<file path="src/rtl/addsub_pkg.sv">
// Shared definitions for the 4-bit adder/subtractor front end:
// operand width, loader state encoding and debounce default.
package addsub_pkg;

    localparam int WIDTH               = 4;
    localparam int DEBOUNCE_CYCLES_DEF = 500000;

    typedef enum logic [1:0] {
        S_A   = 2'b00,
        S_B   = 2'b01,
        S_RDY = 2'b10
    } state_t;

    // One's complement of the operand when subtracting.
    function automatic logic [WIDTH-1:0] cond_invert(
        input logic [WIDTH-1:0] v,
        input logic             m
    );
        return v ^ {WIDTH{m}};
    endfunction

endpackage

</file>
<file path="src/rtl/btn_debounce.sv">
// Push-button conditioner: 2-flop synchroniser, stability counter
// and a one-cycle pulse on each accepted press.
module btn_debounce #(
    parameter int DEBOUNCE_CYCLES = 2
) (
    input  logic clk,
    input  logic rst,
    input  logic i_btn,
    output logic o_press
);

    localparam int CW = (DEBOUNCE_CYCLES > 2) ? $clog2(DEBOUNCE_CYCLES) : 1;
    localparam logic [CW-1:0] CNT_MAX = CW'(DEBOUNCE_CYCLES - 1);

    logic          r_meta;
    logic          r_sync;
    logic          r_stable;
    logic          r_stable_d;
    logic          r_press;
    logic [CW-1:0] r_cnt;

    // Bring the raw button into the clock domain.
    always_ff @(posedge clk or posedge rst) begin
        if (rst) begin
            r_meta <= 1'b0;
            r_sync <= 1'b0;
        end else begin
            r_meta <= i_btn;
            r_sync <= r_meta;
        end
    end

    // Accept a new level only after it differs for DEBOUNCE_CYCLES samples.
    always_ff @(posedge clk or posedge rst) begin
        if (rst) begin
            r_stable <= 1'b0;
            r_cnt    <= '0;
        end else if (r_sync == r_stable) begin
            r_cnt    <= '0;
        end else if (r_cnt == CNT_MAX) begin
            r_stable <= r_sync;
            r_cnt    <= '0;
        end else begin
            r_cnt    <= r_cnt + 1'b1;
        end
    end

    // Registered pulse on the rising edge of the accepted level only.
    always_ff @(posedge clk or posedge rst) begin
        if (rst) begin
            r_stable_d <= 1'b0;
            r_press    <= 1'b0;
        end else begin
            r_stable_d <= r_stable;
            r_press    <= r_stable & ~r_stable_d;
        end
    end

    assign o_press = r_press;

endmodule

</file>
<file path="src/rtl/operand_loader.sv">
// Captures operand A, operand B and add/sub mode from switches on
// debounced button presses and presents them to the ripple adder.
module operand_loader
    import addsub_pkg::*;
#(
    parameter int DEBOUNCE_CYCLES = DEBOUNCE_CYCLES_DEF
) (
    input  logic             clk,
    input  logic             rst,
    input  logic             btn_load,
    input  logic             btn_clear,
    input  logic [WIDTH-1:0] sw,
    input  logic             sw_mode,
    output logic [WIDTH-1:0] a_out,
    output logic [WIDTH-1:0] b_out,
    output logic             m_out,
    output logic             ops_valid,
    output logic [1:0]       state_out
);

    logic             w_load_press;
    logic             w_clear_press;

    state_t           r_state;
    logic [WIDTH-1:0] r_a;
    logic [WIDTH-1:0] r_b;
    logic             r_m;
    logic             r_valid;

    btn_debounce #(
        .DEBOUNCE_CYCLES (DEBOUNCE_CYCLES)
    ) u_db_load (
        .clk     (clk),
        .rst     (rst),
        .i_btn   (btn_load),
        .o_press (w_load_press)
    );

    btn_debounce #(
        .DEBOUNCE_CYCLES (DEBOUNCE_CYCLES)
    ) u_db_clear (
        .clk     (clk),
        .rst     (rst),
        .i_btn   (btn_clear),
        .o_press (w_clear_press)
    );

    // Operand sequencer: clear wins over load, illegal state recovers to S_A.
    always_ff @(posedge clk or posedge rst) begin
        if (rst) begin
            r_state <= S_A;
            r_a     <= '0;
            r_b     <= '0;
            r_m     <= 1'b0;
            r_valid <= 1'b0;
        end else if (w_clear_press) begin
            r_state <= S_A;
            r_a     <= '0;
            r_b     <= '0;
            r_m     <= 1'b0;
            r_valid <= 1'b0;
        end else begin
            case (r_state)
                S_A: begin
                    if (w_load_press) begin
                        r_a     <= sw;
                        r_state <= S_B;
                        r_valid <= 1'b0;
                    end
                end
                S_B: begin
                    if (w_load_press) begin
                        r_b     <= sw;
                        r_m     <= sw_mode;
                        r_state <= S_RDY;
                        r_valid <= 1'b1;
                    end
                end
                S_RDY: begin
                    if (w_load_press) begin
                        r_a     <= sw;
                        r_state <= S_B;
                        r_valid <= 1'b0;
                    end
                end
                default: begin
                    r_state <= S_A;
                    r_a     <= '0;
                    r_b     <= '0;
                    r_m     <= 1'b0;
                    r_valid <= 1'b0;
                end
            endcase
        end
    end

    assign a_out     = r_a;
    assign b_out     = cond_invert(r_b, r_m);
    assign m_out     = r_m;
    assign ops_valid = r_valid;
    assign state_out = r_state;

endmodule

</file>
<file path="config.mk">
export PLATFORM = sky130hd
export DESIGN_NAME = operand_loader
export DESIGN_NICKNAME = d
export VERILOG_FILES = /design/src/rtl/addsub_pkg.sv /design/src/rtl/btn_debounce.sv /design/src/rtl/operand_loader.sv
export SDC_FILE = /design/constraint.sdc
export NUM_CORES = 1
export LEC_CHECK = 0
export ABC_AREA = 0
export CAP_MARGIN = 20
export CORE_MARGIN = 3
export CORE_UTILIZATION = 30
export CTS_CLUSTER_SIZE = 40
export DETAILED_ROUTE_END_ITERATION = 16
export GPL_TIMING_DRIVEN = 0
export PLACE_DENSITY = 0.44
export SETUP_SLACK_MARGIN = 0.15
export SYNTH_ARGS = -nofsm -noshare
export SYNTH_HDL_FRONTEND = slang
export SYNTH_SLANG_ARGS = --single-unit
</file>
<file path="constraint.sdc">
create_clock -name clk -period 4.4 [get_ports clk]
set_input_delay 0.66 -clock clk [delete_from_list [all_inputs] [get_ports clk]]
set_output_delay 0.66 -clock clk [all_outputs]
set_load 0.05 [all_outputs]
</file>
* Word-level counts from Yosys, hierarchy flattened
Index checks and enable logic that the tools add are counted.
** Storage, ports and cells
- Flip-flop bits (word level) :: 60
- Input port bits :: 9
- Output and inout port bits :: 12
- Logic and storage cells :: 63
** Operators by class
- Add/sub/neg operators :: 2
- Equal/unequal tests :: 10
- Muxes and demuxes :: 20
- Bitwise operators :: 7
- Reductions and logical operators :: 7
** Operators by type and width (count)
- 19-bit two-way mux :: 4
- 19-bit by 1-bit adder with 19-bit output (second input constant) :: 2
- 19-bit equality test (second input constant) :: 2
- 4-bit one-hot mux with 2 select lines :: 2
- 4-bit two-way mux :: 3
- 2-bit AND reduction :: 5
- 2-bit two-way mux :: 3
- 3-bit by 1-bit inequality test with 1-bit output (second input constant) :: 2
- 1-bit two-way mux :: 5
- 2-bit by 1-bit inequality test with 1-bit output (second input constant) :: 2
- 1-bit NOT :: 4
- 1-bit one-hot mux with 2 select lines :: 2
- 2-bit one-hot mux with 2 select lines :: 1
- 4-bit bitwise XOR :: 1
- 1-bit AND :: 2
- 1-bit equality test :: 2
- 2-bit by 1-bit equality test with 1-bit output (second input constant) :: 1
- 2-bit equality test (second input constant) :: 1
- 2-bit zero test :: 1
- 2-bit OR reduction :: 1

* Depth between registers and ports, before layout
- Depth in word-level cells :: 4
- Mapped depth :: 6
- Gate-level depth less buffers :: 5

* Modules after synthesis
From an unflattened synthesis, not the netlist that was laid out.
** Unflattened totals
- Cells, all modules :: 272
- Area, all modules :: 2897.8 um^2
** By module, submodules not included
- btn_debounce :: instances 2, cells an instance 106, area each 1147.4 um^2, seq. area each 600.6 um^2
- operand_loader :: instances 1, cells an instance 60, area each 603.1 um^2, seq. area each 275.3 um^2

* Least setup slack after synthesis
No wires, ideal clock.
- Path type :: reg2out
- Start :: reg r_m (netlist: m_out)
- End :: out b_out[0]
- Data arrival time :: 1.707 ns
- Data required time :: 3.740 ns
- Path slack :: 2.033 ns
- Cell stages (with the launch flop) :: 3
- Buffers on the path :: 1
- Cells stage by stage :: dfrtp_1 > clkbuf_1 > xor2_1
** On the way
- Longest elaborated chain between the ends :: 1
** RTL lines
- from (decl) :: line operand_loader.sv:27 : logic r_m;
- from (signal assigned) :: line operand_loader.sv:74 : r_m <= sw_mode;
- 4-bit bitwise XOR :: line addsub_pkg.sv:19 : return v ^ {WIDTH{m}};
- to (decl) :: line operand_loader.sv:15 : output logic [WIDTH-1:0] b_out,
Every way passes these cells.

* Worst setup path in the final report
- Start :: reg r_m (netlist: m_out)
- End :: out b_out[3]
Same word-level chain as after synthesis.

==> impl_metrics.json <==
{
  "rows": 34,
  "synth_nets": 291,
  "coreArea_um2": 8934,
  "cp.required_ns": 3.74,
  "worstSetupEndpointType": "output pin",
  "drcViolationCount": 0,
  "slew_violations": 0,
  "crit_path_start_kind": "register",
  "syn_to_final_growth_pct": 18.27,
  "via_count": 2076,
  "grt_max_degree": 38,
  "synth-main-ff-cell": "dfrtp_1",
  "wl_per_cell_um": 13.29,
  "finalHoldViolCount": 0,
  "drtIter0Drc": 100,
  "diodes": 0,
  "critPathKind": "register to output pin",
  "relSlewSlack_pct": 59.60,
  "vdd_drop_max_uv": 130.4,
  "finalCritPeriodShare_pct": 59.75,
  "power_mw": 1.011,
  "track_usage_pct": 12.18,
  "synth-async-reset-ratio_pct": 100.0,
  "synth_common_cells": "59 x dfrtp_1, 47 x nor2_1, 20 x xnor2_1, 18 x a21oi_1, 17 x nand3_1",
  "synth_most_common_cell": "dfrtp_1",
  "tightest_slew_ns": 0.6039,
  "grt-ovfl-total": 0,
  "cts_tree": "done",
  "place.gp.congestion": 0.7394,
  "cp.arrival_ns": 1.97,
  "rsz0062_at_grt": "false",
  "numClockSinks": 59,
  "cts_made_buffers": 9,
  "syn_area_um2": 2821,
  "cts-root-buf": "clkbuf_8",
  "p_per_area_nw_per_um2": 302.9,
  "setup_tns_ns": 0,
  "maxCapViolations": 0,
  "post_cts_buffers": 0,
  "synth_cell_types": 37,
  "grt_pass1_vias": 2087,
  "seq_area_frac_synth_pct": 52.33,
  "drive_gt1_share_pct": 9.810,
  "yosys.area.top_type": "dfrtp_1",
  "grt_pass1_wl_um": 10070,
  "num_io_pins": 21,
  "yosys_warnings": 0,
  "htree_levels": 3,
  "start_util_pct": 31.58,
  "p_leak_nw": 1.351,
  "status": "finished, final reports clean",
  "dieArea_um2": 10600,
  "finalNetCount": 323,
  "clock_latency_ns": 0.33,
  "die_w_um": 103.0,
  "synth_edf_count": 0,
  "viasPerCell": 4.896,
  "synthTopCellsByArea": "dfrtp_1 52%, nor2_1 6.3%, xnor2_1 6.2%",
  "cp_max_fo": 6,
  "setup-violations-final": 0,
  "hpwl_um": 3876,
  "hold_class": "register to register",
  "clockBufferDepth": 2,
  "n_fill_cell": 926,
  "synth-seq-cells": 59,
  "fp.dieH_um": 103.0,
  "fmax_mhz": 380.4,
  "first_pass_iters": 4,
  "finalWirelength_um": 5636,
  "io_buffers": 20,
  "syn_inst": 280,
  "min_period_ns": 2.629,
  "clkTransAtPathRegs_ns": 0.07,
  "yosys.area.top_type_share_pct": 52.33,
  "syn_area_per_cell_um2": 10.08,
  "drtAntennaViolNets": 0,
  "holdBufCountCts": 0,
  "cts_resized": 0,
  "skew_ns": 0.01189,
  "antenna_found_initial": 0
}
-- worst paths after layout --
kind	startpoint	endpoint	slack (ns)	cells past startpoint
min in group asynchronous	rst	m_out	0.68	2
setup reg to reg	u_db_clear.r_cnt[0]	u_db_clear.r_cnt[11]	2.22	6
max in group asynchronous	rst	u_db_load.r_cnt[0]	3.14	3
setup / recovery	m_out	b_out[3]	1.77	3
hold reg to reg	u_db_clear.r_meta	u_db_clear.r_sync	0.36	0
hold / removal	u_db_clear.r_meta	u_db_clear.r_sync	0.36	0
-- flip-flops by register name, summed over array words and instances (netlist names), 4 cells and up --
| signal | flops |
|---|---|
| u_db_clear.r_cnt | 19 |
| u_db_load.r_cnt | 19 |
| a_out | 4 |
| r_b | 4 |
-- critical path, cell delays in order, from the launching register on --
cell             delay, ns
dfrtp_1               0.34
clkbuf_1              0.29
xor2_1                0.19
clkdlybuf4s50_1       0.82
-- cell type report --
class	count	area [um2]	area share, %
Clock inverter	3	15.01	0.4499
Tap cell	108	135.1	4.050
Sequential cell	59	1476	44.24
Multi-Input combinational cell	203	1266	37.95
Inverter	8	30.03	0.8999
Buffer	10	48.80	1.462
Timing Repair Buffer	21	220.2	6.599
Clock buffer	12	145.1	4.349
-- placed cells by master (no fill, tap or decap), drive strengths merged --
| master | instances |
|---|---|
| nor3 | 6 |
| nand2 | 14 |
| a22oi | 4 |
| nor4b | 1 |
| o21ai | 4 |
| o41ai | 1 |
| inv | 8 |
| nor4 | 10 |
| xor2 | 13 |
| nand4 | 12 |
| nand3 | 17 |
| o21bai | 1 |
| or4 | 4 |
| dfrtp | 59 |
| xnor2 | 20 |
| or2 | 2 |
| o31ai | 4 |
| clkbuf | 18 |
| buf | 5 |
| a21oi | 18 |
| and3 | 1 |
| clkdlybuf4s50 | 20 |
| and4 | 2 |
| nor2 | 47 |
| clkinv | 3 |
| nand2b | 5 |
| or3 | 6 |
| nand3b | 1 |
| mux2 | 2 |
| ha | 2 |
| and2 | 2 |
| nor2b | 4 |
-- per-layer routing --
metal	GRT usage, %	vias to the layer above	wire length [um]
met5	0	-	0
met4	3.287	0	61
met3	4.668	5	249
met2	18.06	32	2557
met1	16.69	1010	2767
li1	-	1029	-
-- through the flow --
step / utilization, % / cells / setup WS (ns) / hold slack (ns) / instance area, um2
2_1_floorplan: - / 280 / 2.033 / 0.3312 / 2821
3_3_place_gp: 35.34 / 408 / 1.078 / 0.3324 / 3157
3_5_place_dp: 35.56 / 409 / 2.089 / 0.3410 / 3177
4_1_cts: 37.35 / 424 / 1.718 / 0.3676 / 3337
5_1_grt: 37.35 / 424 / 1.657 / 0.3745 / 3337
6_report: 37.35 / 424 / 1.771 / 0.3618 / 3337
-- kinds of logic (layout without fill, tap and decap cells) --
group / after synthesis / after routing / synth area share (%)
AOI/OAI and AO/OA: 32 / 32 / 7.761
xor gates and xnor gates: 33 / 33 / 10.24
adders and majority gates: 2 / 2 / 0.8868
buffers and inverters: 18 / 54 / 2.794
DFF: 59 / 59 / 52.33
muxes: 2 / 2 / 0.7982
and+or+nand+nor: 134 / 134 / 25.19
-- power by group --
group	total, mW	switching, mW	internal (mW)
clock	0.418	0.203	0.214
sequential	0.555	0.00663	0.549
combinational	0.0379	0.0230	0.0150
Power figures use the tool's default switching activity.
